`src/rtl/int_ctrl_pkg.sv`:
```
// Shared definitions for the interrupt controller: register word indices,
// per-source mode encodings and the field layout of the VEC register.
package int_ctrl_pkg;

    // Register word indices inside the controller's window
    localparam int REG_PEND = 0;
    localparam int REG_MASK = 1;
    localparam int REG_MODE = 2;
    localparam int REG_VEC  = 3;

    // MODE register bit encoding
    localparam logic MODE_LEVEL = 1'b0;
    localparam logic MODE_EDGE  = 1'b1;

    // VEC register layout
    localparam int VEC_INT_BIT = 31;
    localparam int VEC_ID_LSB  = 0;
    localparam int VEC_ID_W    = 5;

endpackage

```
`src/rtl/int_ctrl_irq_sync.sv`:
```
// Multi-bit synchroniser with edge history for raw interrupt inputs.
// Ports:
//   clk     - system clock
//   rst     - synchronous active-high reset
//   async_i - raw, possibly asynchronous request lines
//   s_o     - synchronised request level
//   rise_o  - one-cycle rising-edge indication of s_o
module irq_sync
    import int_ctrl_pkg::*;
#(
    parameter int WIDTH  = 8,
    parameter int STAGES = 2
) (
    input  logic             clk,
    input  logic             rst,
    input  logic [WIDTH-1:0] async_i,
    output logic [WIDTH-1:0] s_o,
    output logic [WIDTH-1:0] rise_o
);

    logic [WIDTH-1:0] stage_q [STAGES];
    logic [WIDTH-1:0] hist_q;

    always_ff @(posedge clk) begin
        if (rst) begin
            for (int k = 0; k < STAGES; k++) stage_q[k] <= '0;
            hist_q <= '0;
        end else begin
            stage_q[0] <= async_i;
            for (int k = 1; k < STAGES; k++) stage_q[k] <= stage_q[k-1];
            hist_q <= stage_q[STAGES-1];
        end
    end

    assign s_o    = stage_q[STAGES-1];
    assign rise_o = s_o & ~hist_q;

endmodule

```
`src/rtl/int_ctrl.sv`:
```
// Maskable, fixed-priority interrupt controller feeding the CPU INT input.
// Ports:
//   clk, rst  - system clock, synchronous active-high reset
//   irq_in    - raw interrupt requests (one per source)
//   addr, wdata, we - register window write/read port (word addressed)
//   rdata     - registered read data for the previous cycle's addr
//   int_o     - interrupt request to the CPU
//   int_id    - index of highest-priority active source (0 = highest)
//   int_ack   - one-cycle pulse: CPU has taken the current interrupt
module int_ctrl
    import int_ctrl_pkg::*;
#(
    parameter int NUM_SRC     = 8,
    parameter int SYNC_STAGES = 2,
    parameter int ADDR_W      = 2
) (
    input  logic               clk,
    input  logic               rst,
    input  logic [NUM_SRC-1:0] irq_in,
    input  logic [ADDR_W-1:0]  addr,
    input  logic [31:0]        wdata,
    input  logic               we,
    output logic [31:0]        rdata,
    output logic               int_o,
    output logic [4:0]         int_id,
    input  logic               int_ack
);

    logic [NUM_SRC-1:0] sync_s;
    logic [NUM_SRC-1:0] sync_rise;

    logic [NUM_SRC-1:0] pend_q, pend_d;
    logic [NUM_SRC-1:0] mask_q, mask_d;
    logic [NUM_SRC-1:0] mode_q, mode_d;
    logic [31:0]        rdata_q, rdata_d;
    logic               int_o_q, int_o_d;
    logic [4:0]         int_id_q, int_id_d;

    logic [NUM_SRC-1:0] w1c_clr;
    logic [NUM_SRC-1:0] ack_clr;
    logic [NUM_SRC-1:0] edge_next;
    logic [NUM_SRC-1:0] active;

    irq_sync #(
        .WIDTH  (NUM_SRC),
        .STAGES (SYNC_STAGES)
    ) u_sync (
        .clk     (clk),
        .rst     (rst),
        .async_i (irq_in),
        .s_o     (sync_s),
        .rise_o  (sync_rise)
    );

    function automatic logic [31:0] zext(input logic [NUM_SRC-1:0] v);
        zext = '0;
        zext[NUM_SRC-1:0] = v;
    endfunction

    // Scan from the top so the lowest set index is the one left standing.
    function automatic logic [4:0] prio_enc(input logic [NUM_SRC-1:0] a);
        prio_enc = '0;
        for (int i = NUM_SRC - 1; i >= 0; i--) begin
            if (a[i]) prio_enc = 5'(i);
        end
    endfunction

    always_comb begin
        w1c_clr = '0;
        if (we && (addr == ADDR_W'(REG_PEND))) w1c_clr = wdata[NUM_SRC-1:0];

        // Ack only counts when an interrupt is actually being presented.
        ack_clr = '0;
        if (int_ack && int_o_q) ack_clr = NUM_SRC'(1) << int_id_q;

        // Set wins over clear for edge sources; level sources just track s.
        edge_next = (pend_q & ~(w1c_clr | ack_clr)) | sync_rise;
        pend_d    = (mode_q & edge_next) | (~mode_q & sync_s);

        mask_d = mask_q;
        if (we && (addr == ADDR_W'(REG_MASK))) mask_d = wdata[NUM_SRC-1:0];
        mode_d = mode_q;
        if (we && (addr == ADDR_W'(REG_MODE))) mode_d = wdata[NUM_SRC-1:0];

        active   = pend_q & mask_q;
        int_o_d  = |active;
        int_id_d = prio_enc(active);

        rdata_d = '0;
        if (addr == ADDR_W'(REG_PEND)) begin
            rdata_d = zext(pend_q);
        end else if (addr == ADDR_W'(REG_MASK)) begin
            rdata_d = zext(mask_q);
        end else if (addr == ADDR_W'(REG_MODE)) begin
            rdata_d = zext(mode_q);
        end else if (addr == ADDR_W'(REG_VEC)) begin
            rdata_d[VEC_INT_BIT]                = int_o_q;
            rdata_d[VEC_ID_LSB +: VEC_ID_W]     = int_id_q;
        end
    end

    always_ff @(posedge clk) begin
        if (rst) begin
            pend_q   <= '0;
            mask_q   <= '0;
            mode_q   <= {NUM_SRC{MODE_LEVEL}};
            rdata_q  <= '0;
            int_o_q  <= 1'b0;
            int_id_q <= '0;
        end else begin
            pend_q   <= pend_d;
            mask_q   <= mask_d;
            mode_q   <= mode_d;
            rdata_q  <= rdata_d;
            int_o_q  <= int_o_d;
            int_id_q <= int_id_d;
        end
    end

    assign rdata  = rdata_q;
    assign int_o  = int_o_q;
    assign int_id = int_id_q;

endmodule

```
`config.mk`:
```
export PLATFORM = sky130hd
export DESIGN_NAME = int_ctrl
export DESIGN_NICKNAME = d
export VERILOG_FILES = /design/src/rtl/int_ctrl_pkg.sv /design/src/rtl/int_ctrl_irq_sync.sv /design/src/rtl/int_ctrl.sv
export SDC_FILE = /design/constraint.sdc
export NUM_CORES = 1
export LEC_CHECK = 0
export ABC_AREA = 1
export BUFFER_PORTS_ARGS = -buffer_cell sky130_fd_sc_hd__buf_2
export CAP_MARGIN = 15
export CORE_UTILIZATION = 49
export DETAILED_ROUTE_END_ITERATION = 8
export GPL_TIMING_DRIVEN = 0
export MAX_ROUTING_LAYER = met4
export PLACE_DENSITY = 0.83
export SYNTH_ARGS = -nofsm -noshare
export SYNTH_HDL_FRONTEND = slang
export SYNTH_SLANG_ARGS = --single-unit
```
`constraint.sdc`:
```
create_clock -name clk -period 1 [get_ports clk]
set_clock_uncertainty 0.05 [all_clocks]
set_input_delay 0.05 -clock clk [delete_from_list [all_inputs] [get_ports clk]]
set_output_delay 0.05 -clock clk [all_outputs]
set_load 0.03 [all_outputs]
```
==> results of run 1 <==
sequential cells by signal (all words and copies together), names as in the netlist:
register / count
u_sync.stage_q: 16
rdata: 9
mask_q: 8
mode_q: 8
pend_q: 8
u_sync.hist_q: 8
int_id: 3
int_o: 1
worst min-delay path by stage:
stage	depth (start not counted)	end	slack, ns
3_5_place_dp	3	u_sync.stage_q[0][0]	0.21
2_1_floorplan	2	u_sync.stage_q[0][0]	0.11
5_1_grt	3	mask_q[0]	0.02
6_report	3	mask_q[2]	0.007
4_1_cts	3	mask_q[2]	-0.01
3_3_place_gp	3	u_sync.stage_q[0][1]	0.20
synthesized netlist by cell type (all sizes together) (3+ instances only):
library cell	count
a31oi	3
clkbuf	4
dfxtp	61
o21ai	26
o22ai	7
a21oi	26
inv	60
buf	29
nand2	56
nand3	14
nor2	39
power breakdown:
part	internal [W]	switching [W]	total, W
logic	0.000221	0.000368	0.000589
clock network	0.00123	0.000857	0.00208
registers	0.00251	0.0000397	0.00255
worst min-delay path, stage by stage:
cell	delay, ns
buf_2	0.14
nand3_1	0.09
a21oi_1	0.06
metrics by stage:
step	setup TNS (ns)	total power [W]	area [um2]	util, %
floorplan	0	0.00301	2570	-
global placement	-1.61	0.00312	2820	58.9
detailed placement	-1.94	0.00313	2820	58.9
CTS	-0.0173	0.00524	3170	66.2
global route	-0.290	0.00542	3220	67.3
finish	-0.0424	0.00522	3220	67.3
cells by family (layout without fill, tap and decap cells):
group	after synthesis	in the layout	share of synthesized area [%]
AOI/OAI and AO/OA	64	64	13.8
buffers and inverters	93	159	18.1
other	1	25	0.152
DFF	61	61	49.6
and+or+nand+nor	110	110	18.3
layout by cell type (no fill, tap or decap), drive strengths merged:
cell	n
nand3	14
nor2	39
a31oi	3
dfxtp	61
bufinv	1
a41oi	1
o21ai	26
buf	64
dlygate4sd3	15
nand2	56
o22ai	7
inv	60
o2bb2ai	1
a21oi	26
clkbuf	19
conb	25
nor3	1
layer usage:
| metal | routed length (um) | vias up | share of wire, % | global-route usage, % |
|---|---|---|---|---|
| met4 | 174 | 0 | 3.4 | 12.9 |
| met1 | 2190 | 923 | 43 | 23.8 |
| met3 | 348 | 16 | 6.9 | 5.94 |
| li1 | - | 1141 | - | - |
| met5 | 0 | - | 0 | - |
| met2 | 2350 | 101 | 46 | 34.1 |
area by class of cell:
| cell class | count | area (um2) |
|---|---|---|
| Clock buffer | 15 | 156 |
| Buffer | 33 | 221 |
| Tap cell | 67 | 83.8 |
| Sequential cell | 61 | 1240 |
| Inverter | 60 | 228 |
| Multi-Input combinational cell | 199 | 927 |
| Timing Repair Buffer | 50 | 338 |
| Clock inverter | 1 | 30.0 |
| Fill cell | 398 | 1560 |
repair_timing:
item                       4_1_cts  5_1_grt
pin swaps                        1        2
hold endpoints to repair        24        0
setup endpoints to repair        9       14
hold buffers                    15        0
gates resized for setup          5       25
buffers inserted                 0        1
==> metrics.md, run 1 <==
| Metric | Value |
|---|---|
| Status | `finished, violations left` |
| Failing checks | `setup timing` |
| Die Wd | `72.9 um` |
| CP max-delay cell | `dfxtp_4` |
| CTS max path bufs | `2` |
| Post-DR vias/cell | `4.49` |
| Final cell count without fillers | `486` |
| Hold_ws | `0.00719 ns` |
| CP cell instances | `inv_2 > nor2_2 > a21oi_1 > nand3_1 > o21ai_0` |
| Nets | `460` |
| #FFs+latches synth | `61` |
| Share of layout cells above drive strength 1 | `23.4%` |
| CP delay by family, top | `flip-flops` |
| Critical path class | `reg2reg` |
| Pwr dens | `1620 nW/um2` |
| Critical path origin | `int_id[1]` |
| Initial Utilization | `51.4%` |
| Chip height | `72.9 um` |
| Setup ws final | `-0.0308 ns` |
| First-pass GRT wire length | `8180 um` |
| Setup crit end | `pend_q[2]` |
| Num CTS Buffers | `9` |
| Dominant cells by area after synthesis | `dfxtp_1 (50%), inv_1 (8.8%), nand2_1 (8.5%)` |
| Grt ovf | `0` |
| Drc violations | `0` |
| CP max stage delay | `0.38 ns` |
| Total Routing Usage GR | `21.4%` |
| Area Overhead vs Synth | `31.0%` |
| Maximum vdd drop | `0.873 mV` |
| Antenna cells | `0` |
| HP Class | `in2reg` |
| Critical path fanouts, max | `5` |
| Post-synth cell types | `21` |
| CTS tree | `done` |
| Via count | `2181` |
| Main synth FF type | `dfxtp_1` |
| Num rows | `25` |
| Period minus WS final | `1.03 ns` |
| DP Worst Slack | `-0.156 ns` |
| IO Port Bufs | `34` |
| Start of the worst register-to-register path | `int_id[1]` |
| Top-area cell type share of the netlist area | `49.6%` |
| Detail Placement HPWL | `3520 um` |
| DIE AREA | `5310 um2` |
| GPL Wtd Cong | `0.942` |
| TritonRoute pass-1 iters | `5` |
| LEAKAGE | `1.50 nW` |
| WP data required | `1.15 ns` |
| IO Pins | `84` |
| Reg2Reg Depth | `5` |
| R2R Setup Slk | `-0.03 ns` |
| Seq/Total Area, Yosys | `49.6%` |
| Placed Cells | `454` |
| Ys Warns | `0` |
| Antenna violations before repair | `0` |
| Crit path depth | `5` |
| Synth Area per Inst | `7.48 um2` |
| DR iter-0 viols | `148` |
| Final hold violations | `0` |
| CP startpoint kind | `flop` |
| Mapped Cells | `329` |
| Remaining antenna violation count | `0` |
| Core Area | `4790 um2` |
| Post-synth ARST share | `0%` |
| Total Wirelength | `5060 um` |
| Clk sinks | `61` |
| Clock Latency Late Sink | `0.33 ns` |
| Max Clock Freq | `970 MHz` |
| Final Setup Violations | `2` |
| Sum of buffers and inverters on the critical path | `1` |
| Post-Syn Area | `2460 um2` |
| Vias in the first global route | `1944` |
| Post-synth top area cell | `dfxtp_1` |
| Final Cycle Share | `103%` |
| Endpoint class of the critical path | `flop` |
| CTS Root Cell | `clkbuf_8` |
| Slew Viols, Final | `0` |
| RSZ-0062 raised after global routing | `yes` |
| Worst hold start | `we` |
| H-tree levels | `3` |
| Reg2reg end | `pend_q[2]` |
| Post-synth EDFFs | `0` |
| Avg WL per Cell | `10.4 um` |
| Critical Path AT | `1.18 ns` |
| Max-Cap Viols | `0` |
| Largest net degree at the start of global routing | `11` |
| CTS clk-pin slew, worst paths | `0.06 ns` |
Power figures use the tool's default switching activity.
==> run 2: changes to the inputs <==
CORE_UTILIZATION = 50   (was 49)
PLACE_DENSITY = 0.84   (was 0.83)
SYNTH_HIERARCHICAL = 1   (was default)
==> metrics.md, run 2 <==
| Metric | Value |
|---|---|
| Avg WL per Cell | `10.8 um (was 10.4 um)` |
| CP delay by family, top | `flip-flops (unchanged)` |
| Synth Area per Inst | `7.42 um2 (was 7.48 um2)` |
| Most flops, register | `u_sync/stage_q (was u_sync.stage_q)` |
| Main synth FF type | `dfxtp_1 (unchanged)` |
| Top-area cell type share of the netlist area | `47.5% (was 49.6%)` |
| Share of power burned in registers | `48.5% (was 48.9%)` |
| DIE AREA | `5430 um2 (was 5310 um2)` |
| Remaining antenna violation count | `0 (unchanged)` |
| Critical path origin | `int_o (was int_id[1])` |
| Reg2reg end | `pend_q[6] (was pend_q[2])` |
| Seq/Total Area, Yosys | `47.5% (was 49.6%)` |
| Post-synth ARST share | `0% (unchanged)` |
| Post-synth EDFFs | `0 (unchanged)` |
| Share of layout cells above drive strength 1 | `26.2% (was 23.4%)` |
| Post-Syn Area | `2570 um2 (was 2460 um2)` |
| RSZ-0062 raised after global routing | `yes (unchanged)` |
| HP Class | `in2reg (unchanged)` |
| Vias in the first global route | `2089 (was 1944)` |
| CP startpoint kind | `flop (unchanged)` |
| Dominant cells by area after synthesis | `dfxtp_1 (48%), buf_4 (9.6%), inv_1 (8.2%) (was dfxtp_1 (50%), inv_1 (8.8%), nand2_1 (8.5%))` |
| Period minus WS final | `0.994 ns (was 1.03 ns)` |
| CTS clk-pin slew, worst paths | `0.07 ns (was 0.06 ns)` |
| Psw | `0.00134 W (was 0.00126 W)` |
| IO Pins | `84 (unchanged)` |
| Most frequent cells in the layout | `dfxtp_1 (55), inv_1 (53), nor2_1 (47) (was dfxtp_1 (55), inv_1 (54), nand2_1 (53))` |
| Synth top cells by count | `dfxtp_1 (61), inv_1 (56), nor2_1 (53) (was dfxtp_1 (61), inv_1 (58), nand2_1 (56))` |
| Switch share | `25.2% (was 24.2%)` |
| Area Overhead vs Synth | `31.6% (was 31.0%)` |
| Post-DR vias/cell | `4.54 (was 4.49)` |
| Core Area | `4820 um2 (was 4790 um2)` |
| IO Port Bufs | `34 (unchanged)` |
| Combinational power share | `12.9% (was 11.3%)` |
| Final hold violations | `0 (unchanged)` |
| Post-synth top area cell | `dfxtp_1 (unchanged)` |
| CP max stage delay | `0.36 ns (was 0.38 ns)` |
| CTS Root Cell | `clkbuf_8 (unchanged)` |
| Maximum vdd drop | `0.964 mV (was 0.873 mV)` |
| Placed Cells | `471 (was 454)` |
| Chip height | `73.7 um (was 72.9 um)` |
| Largest register FFs | `16 (unchanged)` |
| Drc violations | `0 (unchanged)` |
| Setup crit end | `int_o (was pend_q[2])` |
| Post-synth cell types | `20 (was 21)` |
| CP cell instances | `buf_2 (was inv_2 > nor2_2 > a21oi_1 > nand3_1 > o21ai_0)` |
| Die Wd | `73.7 um (was 72.9 um)` |
| Nets | `480 (was 460)` |
| Mapped Cells | `346 (was 329)` |
| Fillcell total | `408 (was 398)` |
| Reg area | `1230 um2 (was 1240 um2)` |
| CP max-delay cell | `dfxtp_2 (was dfxtp_4)` |
| Int Pwr | `0.00398 W (was 0.00396 W)` |
| Antenna cells | `0 (unchanged)` |
| Num rows | `25 (unchanged)` |
| PnR Total Power | `0.00532 W (was 0.00522 W)` |
| CTS max path bufs | `2 (unchanged)` |
| Area of the multi-input gates | `966 um2 (was 927 um2)` |
| Critical Path AT | `0.89 ns (was 1.18 ns)` |
| Pwr dens | `1570 nW/um2 (was 1620 nW/um2)` |
| Start of the worst register-to-register path | `int_id[2] (was int_id[1])` |
| Final cell count without fillers | `506 (was 486)` |
| Status | `finished clean (was finished, violations left)` |
| WP data required | `0.90 ns (was 1.15 ns)` |
| Final Setup Violations | `0 (was 2)` |
| Via count | `2295 (was 2181)` |
| Reg2Reg Depth | `5 (unchanged)` |
| Grt ovf | `0 (unchanged)` |
| Crit path depth | `1 (was 5)` |
| Most common cell after layout, fill and taps aside | `dfxtp_1 (unchanged)` |
| Clk sinks | `61 (unchanged)` |
| Total negative slack | `0 ns (was -0.0424 ns)` |
| Final Cycle Share | `99.4% (was 103%)` |
| Slew Viols, Final | `0 (unchanged)` |
| Ys Warns | `6 (was 0)` |
| Endpoint class of the critical path | `output pin (was flop)` |
| Initial Utilization | `53.3% (was 51.4%)` |
| Detail Placement HPWL | `3760 um (was 3520 um)` |
| Total Wirelength | `5480 um (was 5060 um)` |
| Count leader, synth | `dfxtp_1 (unchanged)` |
| Max Clock Freq | `1010 MHz (was 970 MHz)` |
| DR iter-0 viols | `232 (was 148)` |
| H-tree levels | `3 (unchanged)` |
| GPL Wtd Cong | `0.928 (was 0.942)` |
| Largest net degree at the start of global routing | `14 (was 11)` |
| Num CTS Buffers | `9 (unchanged)` |
| Antenna violations before repair | `0 (unchanged)` |
| CTS tree | `done (unchanged)` |
| Clock Latency Late Sink | `0.33 ns (about the same)` |
| R2R Setup Slk | `0.02 ns (was -0.03 ns)` |
| Max-Cap Viols | `0 (unchanged)` |
| Total Routing Usage GR | `22.9% (was 21.4%)` |
| Critical path fanouts, max | `3 (was 5)` |
| TritonRoute pass-1 iters | `6 (was 5)` |
| Clock power frac | `38.6% (was 39.9%)` |
| Sum of buffers and inverters on the critical path | `1 (unchanged)` |
| #FFs+latches synth | `61 (unchanged)` |
| LEAKAGE | `1.65 nW (was 1.50 nW)` |
| Critical path class | `reg2out (was reg2reg)` |
| First-pass GRT wire length | `8870 um (was 8180 um)` |
## run 2: area by class of cell
cell class,instances,area share (%)
inverter,61,6.77
clock buffer,16,5.63
timing repair buffer,53,11.2
tap,67,2.48
buffer,40,8.85
multi-input combinational,208,28.6
sequential,61,36.5
## run 2: stage by stage
stage	setup slack, ns	hold WS (ns)	cell area [um2]	utilization (%)
after floorplan	-0.0272	0.0650	2660	-
after detailed placement	-0.130	0.205	2920	60.6
final	0.00634	0.0171	3380	70.2
after global placement	-0.105	0.203	2920	60.6
after CTS	-0.0585	0.0174	3310	68.7
after global routing	-0.0252	0.0318	3380	70.2
## run 2: layer usage
layer | track usage, % | vias up | routed length, um
li1 | - | 1195 | -
met1 | 24.4 | 969 | 2250
met2 | 37.0 | 106 | 2600
met3 | 6.17 | 25 | 412
met4 | 16.0 | 0 | 214
met5 | - | - | 0
## run 2: what timing repair did
item / 4_1_cts / 5_1_grt
setup endpoints to repair: 9 / 15
setup buffers: 0 / 1
pin swaps: 0 / 6
resized for setup: 5 / 26
hold buffers: 19 / 0
endpoints found under the hold margin: 29 / 0
## run 2: kinds of logic (layout without fill, tap and decap cells)
kind of cell           after synthesis  after routing  share of synthesized area, %
DFF                                 61             61                          47.5
and+or+nand+nor                    113            113                          17.5
buffers and inverters              101            170                          20.6
other                                1             25                         0.146
AOI/OAI and AO/OA                   70             70                          14.2
## run 2: worst min-delay path by stage
stage | start | end | slack (ns) | cells after the start
final | addr[1] | rdata[31] | 0.02 | 3
after global routing | addr[1] | rdata[31] | 0.03 | 3
after CTS | rst | u_sync/hist_q[7] | 0.02 | 2
after detailed placement | irq_in[5] | u_sync/stage_q[0][5] | 0.20 | 3
after global placement | irq_in[7] | u_sync/stage_q[0][7] | 0.20 | 3
after floorplan | rst | int_o | 0.07 | 1
## run 2: power groups by stage
stage / combinational (W) / clock [W] / sequential [W]
after floorplan: 0.000439 / 0 / 0.00265
after global placement: 0.000595 / 0 / 0.00263
after detailed placement: 0.000603 / 0 / 0.00263
after CTS: 0.000664 / 0.00208 / 0.00258
after global routing: 0.000751 / 0.00219 / 0.00259
final: 0.000689 / 0.00205 / 0.00258
==> run 3: changes to the inputs <==
CORE_MARGIN = 8   (was default)
CTS_BUF_LIST = sky130_fd_sc_hd__clkbuf_16   (was default)
==> metrics.md, run 3 (synthesis gave the netlist of run 2 again) <==
| Metric | Value |
|---|---|
| Clock Latency Late Sink | `0.32 ns (was 0.33 ns)` |
| Utilization after layout | `67.1% (was 70.2%)` |
| GPL Wtd Cong | `0.938 (was 0.928)` |
| Share of layout cells above drive strength 1 | `24.9% (was 26.2%)` |
| Num rows | `26 (was 25)` |
| DIE AREA | `7690 um2 (was 5430 um2)` |
| Status | `finished clean (unchanged)` |
| CTS tree | `done (unchanged)` |
| Int Pwr | `0.00440 W (was 0.00398 W)` |
| CP max stage delay | `0.36 ns (about the same)` |
| Sum of buffers and inverters on the critical path | `1 (unchanged)` |
| Max Clock Freq | `1020 MHz (was 1010 MHz)` |
| Final hold violations | `0 (unchanged)` |
| Critical path fanouts, max | `3 (unchanged)` |
| Setup bufs post-CTS | `0 (unchanged)` |
| Num CTS Buffers | `9 (unchanged)` |
| IO Pins | `84 (unchanged)` |
| Initial Utilization | `50.9% (was 53.3%)` |
| CP delay by family, top | `flip-flops (unchanged)` |
| Area Overhead vs Synth | `31.7% (was 31.6%)` |
| Die Wd | `87.7 um (was 73.7 um)` |
| Switch share | `24.3% (was 25.2%)` |
| LEAKAGE | `1.65 nW (about the same)` |
| TritonRoute pass-1 iters | `5 (was 6)` |
| CTS clk-pin slew, worst paths | `0.05 ns (was 0.07 ns)` |
| Largest net degree at the start of global routing | `14 (unchanged)` |
| Slew Viols, Final | `0 (unchanged)` |
| Period minus WS final | `0.984 ns (was 0.994 ns)` |
| Vias in the first global route | `2246 (was 2089)` |
| Critical path class | `reg2out (unchanged)` |
| RSZ-0062 raised after global routing | `yes (unchanged)` |
| Remaining antenna violation count | `0 (unchanged)` |
| Critical Path AT | `0.88 ns (was 0.89 ns)` |
| Antenna cells | `0 (unchanged)` |
| Post-DR vias/cell | `4.58 (was 4.54)` |
| WP data required | `0.90 ns (about the same)` |
| CP cell instances | `buf_2 (unchanged)` |
| CTS Root Cell | `clkbuf_16 (was clkbuf_8)` |
| Total Routing Usage GR | `16.3% (was 22.9%)` |
| Nets | `476 (was 480)` |
| Psw | `0.00141 W (was 0.00134 W)` |
| Most common cell after layout, fill and taps aside | `inv_1 (was dfxtp_1)` |
| Detail Placement HPWL | `4160 um (was 3760 um)` |
| First-pass GRT wire length | `9500 um (was 8870 um)` |
| HP Class | `in2reg (unchanged)` |
| Max-Cap Viols | `0 (unchanged)` |
| DR iter-0 viols | `175 (was 232)` |
| Pwr dens | `1720 nW/um2 (was 1570 nW/um2)` |
| Chip height | `87.7 um (was 73.7 um)` |
| CP max-delay cell | `dfxtp_4 (was dfxtp_2)` |
| Final Setup Violations | `0 (unchanged)` |
| Hold_ws | `0.0102 ns (was 0.0171 ns)` |
| Avg WL per Cell | `11.3 um (was 10.8 um)` |
| H-tree levels | `3 (unchanged)` |
| Combinational power share | `11.7% (was 12.9%)` |
| Final Cycle Share | `98.4% (was 99.4%)` |
| CP startpoint kind | `flop (unchanged)` |
| Antenna violations before repair | `0 (unchanged)` |
| Via count | `2310 (was 2295)` |
| Total Wirelength | `5700 um (was 5480 um)` |
| Core Area | `5040 um2 (was 4820 um2)` |
| Most frequent cells in the layout | `inv_1 (56), dfxtp_1 (55), nor2_1 (49) (was dfxtp_1 (55), inv_1 (53), nor2_1 (47))` |
| Total negative slack | `0 ns (unchanged)` |
| PnR Total Power | `0.00581 W (was 0.00532 W)` |
| Clk sinks | `61 (unchanged)` |
| Largest register FFs | `16 (unchanged)` |
| Maximum vdd drop | `0.906 mV (was 0.964 mV)` |
| Share of power burned in registers | `44.5% (was 48.5%)` |
| Most flops, register | `u_sync/stage_q (unchanged)` |
| IO Port Bufs | `34 (unchanged)` |
| Endpoint class of the critical path | `output pin (unchanged)` |
| Grt ovf | `0 (unchanged)` |
| CTS max path bufs | `2 (unchanged)` |
| Clock power frac | `43.8% (was 38.6%)` |
| Drc violations | `0 (unchanged)` |
-- run 3: cell types whose count changed in the layout (fill, tap and decap cells not counted), sizes merged --
cell	delta
dlygate4sd3	-2
clkinv	+4
buf	-2
clkbuf	-6
inv	+2
dlymetal6s4s	-1
-- run 3: what timing repair did --
item | CTS | global route
pin swaps | 1 | 6
hold endpoints to repair | 18 | 0
resized for setup | 6 | 19
setup endpoints to repair | 8 | 10
hold buffers | 15 | 0
-- run 3: per-layer routing --
metal / vias to the layer above / part of all wire (%) / track usage [%]
met2: 112 / 48 / 26.9
met5: - / 0 / -
met1: 988 / 41 / 16.8
li1: 1185 / - / -
met3: 25 / 7.2 / 4.03
met4: 0 / 4.2 / 11.3
-- run 3: final cells by class --
class / count / area [um2]
tap: 70 / 87.6
buffer: 40 / 299
clock inverter: 6 / 23.8
inverter: 61 / 229
timing repair buffer: 49 / 325
clock buffer: 9 / 225
multi-input combinational: 208 / 955
sequential: 61 / 1240
fill: 396 / 1660
-- run 3: metrics by stage --
| step | instance area [um2] | setup slack (ns) | cells |
|---|---|---|---|
| 3_5_place_dp | 2920 | -0.145 | 474 |
| 6_report | 3380 | 0.0163 | 504 |
| 4_1_cts | 3340 | 0.00550 | 504 |
| 2_1_floorplan | 2660 | -0.0272 | 370 |
| 5_1_grt | 3380 | -0.0420 | 504 |
| 3_3_place_gp | 2920 | -0.0975 | 474 |
-- run 3: path summary, 6_finish.rpt --
kind	start	to	slack [ns]	cells past startpoint
setup / recovery	int_id[2]	int_id[2]	0.02	1
hold / removal	wdata[0]	mask_q[0]	0.01	3
setup reg to reg	int_id[0]	pend_q[1]	0.03	5
hold reg to reg	u_sync/stage_q[0][6]	u_sync/stage_q[0][14]	0.35	2
-- run 3: power groups by stage --
stage	combinational [W]	clock (W)	sequential, W
CTS	0.000660	0.00260	0.00259
global placement	0.000595	0	0.00263
detailed placement	0.000608	0	0.00263
floorplan	0.000439	0	0.00265
global route	0.000747	0.00273	0.00259
finish	0.000680	0.00254	0.00258
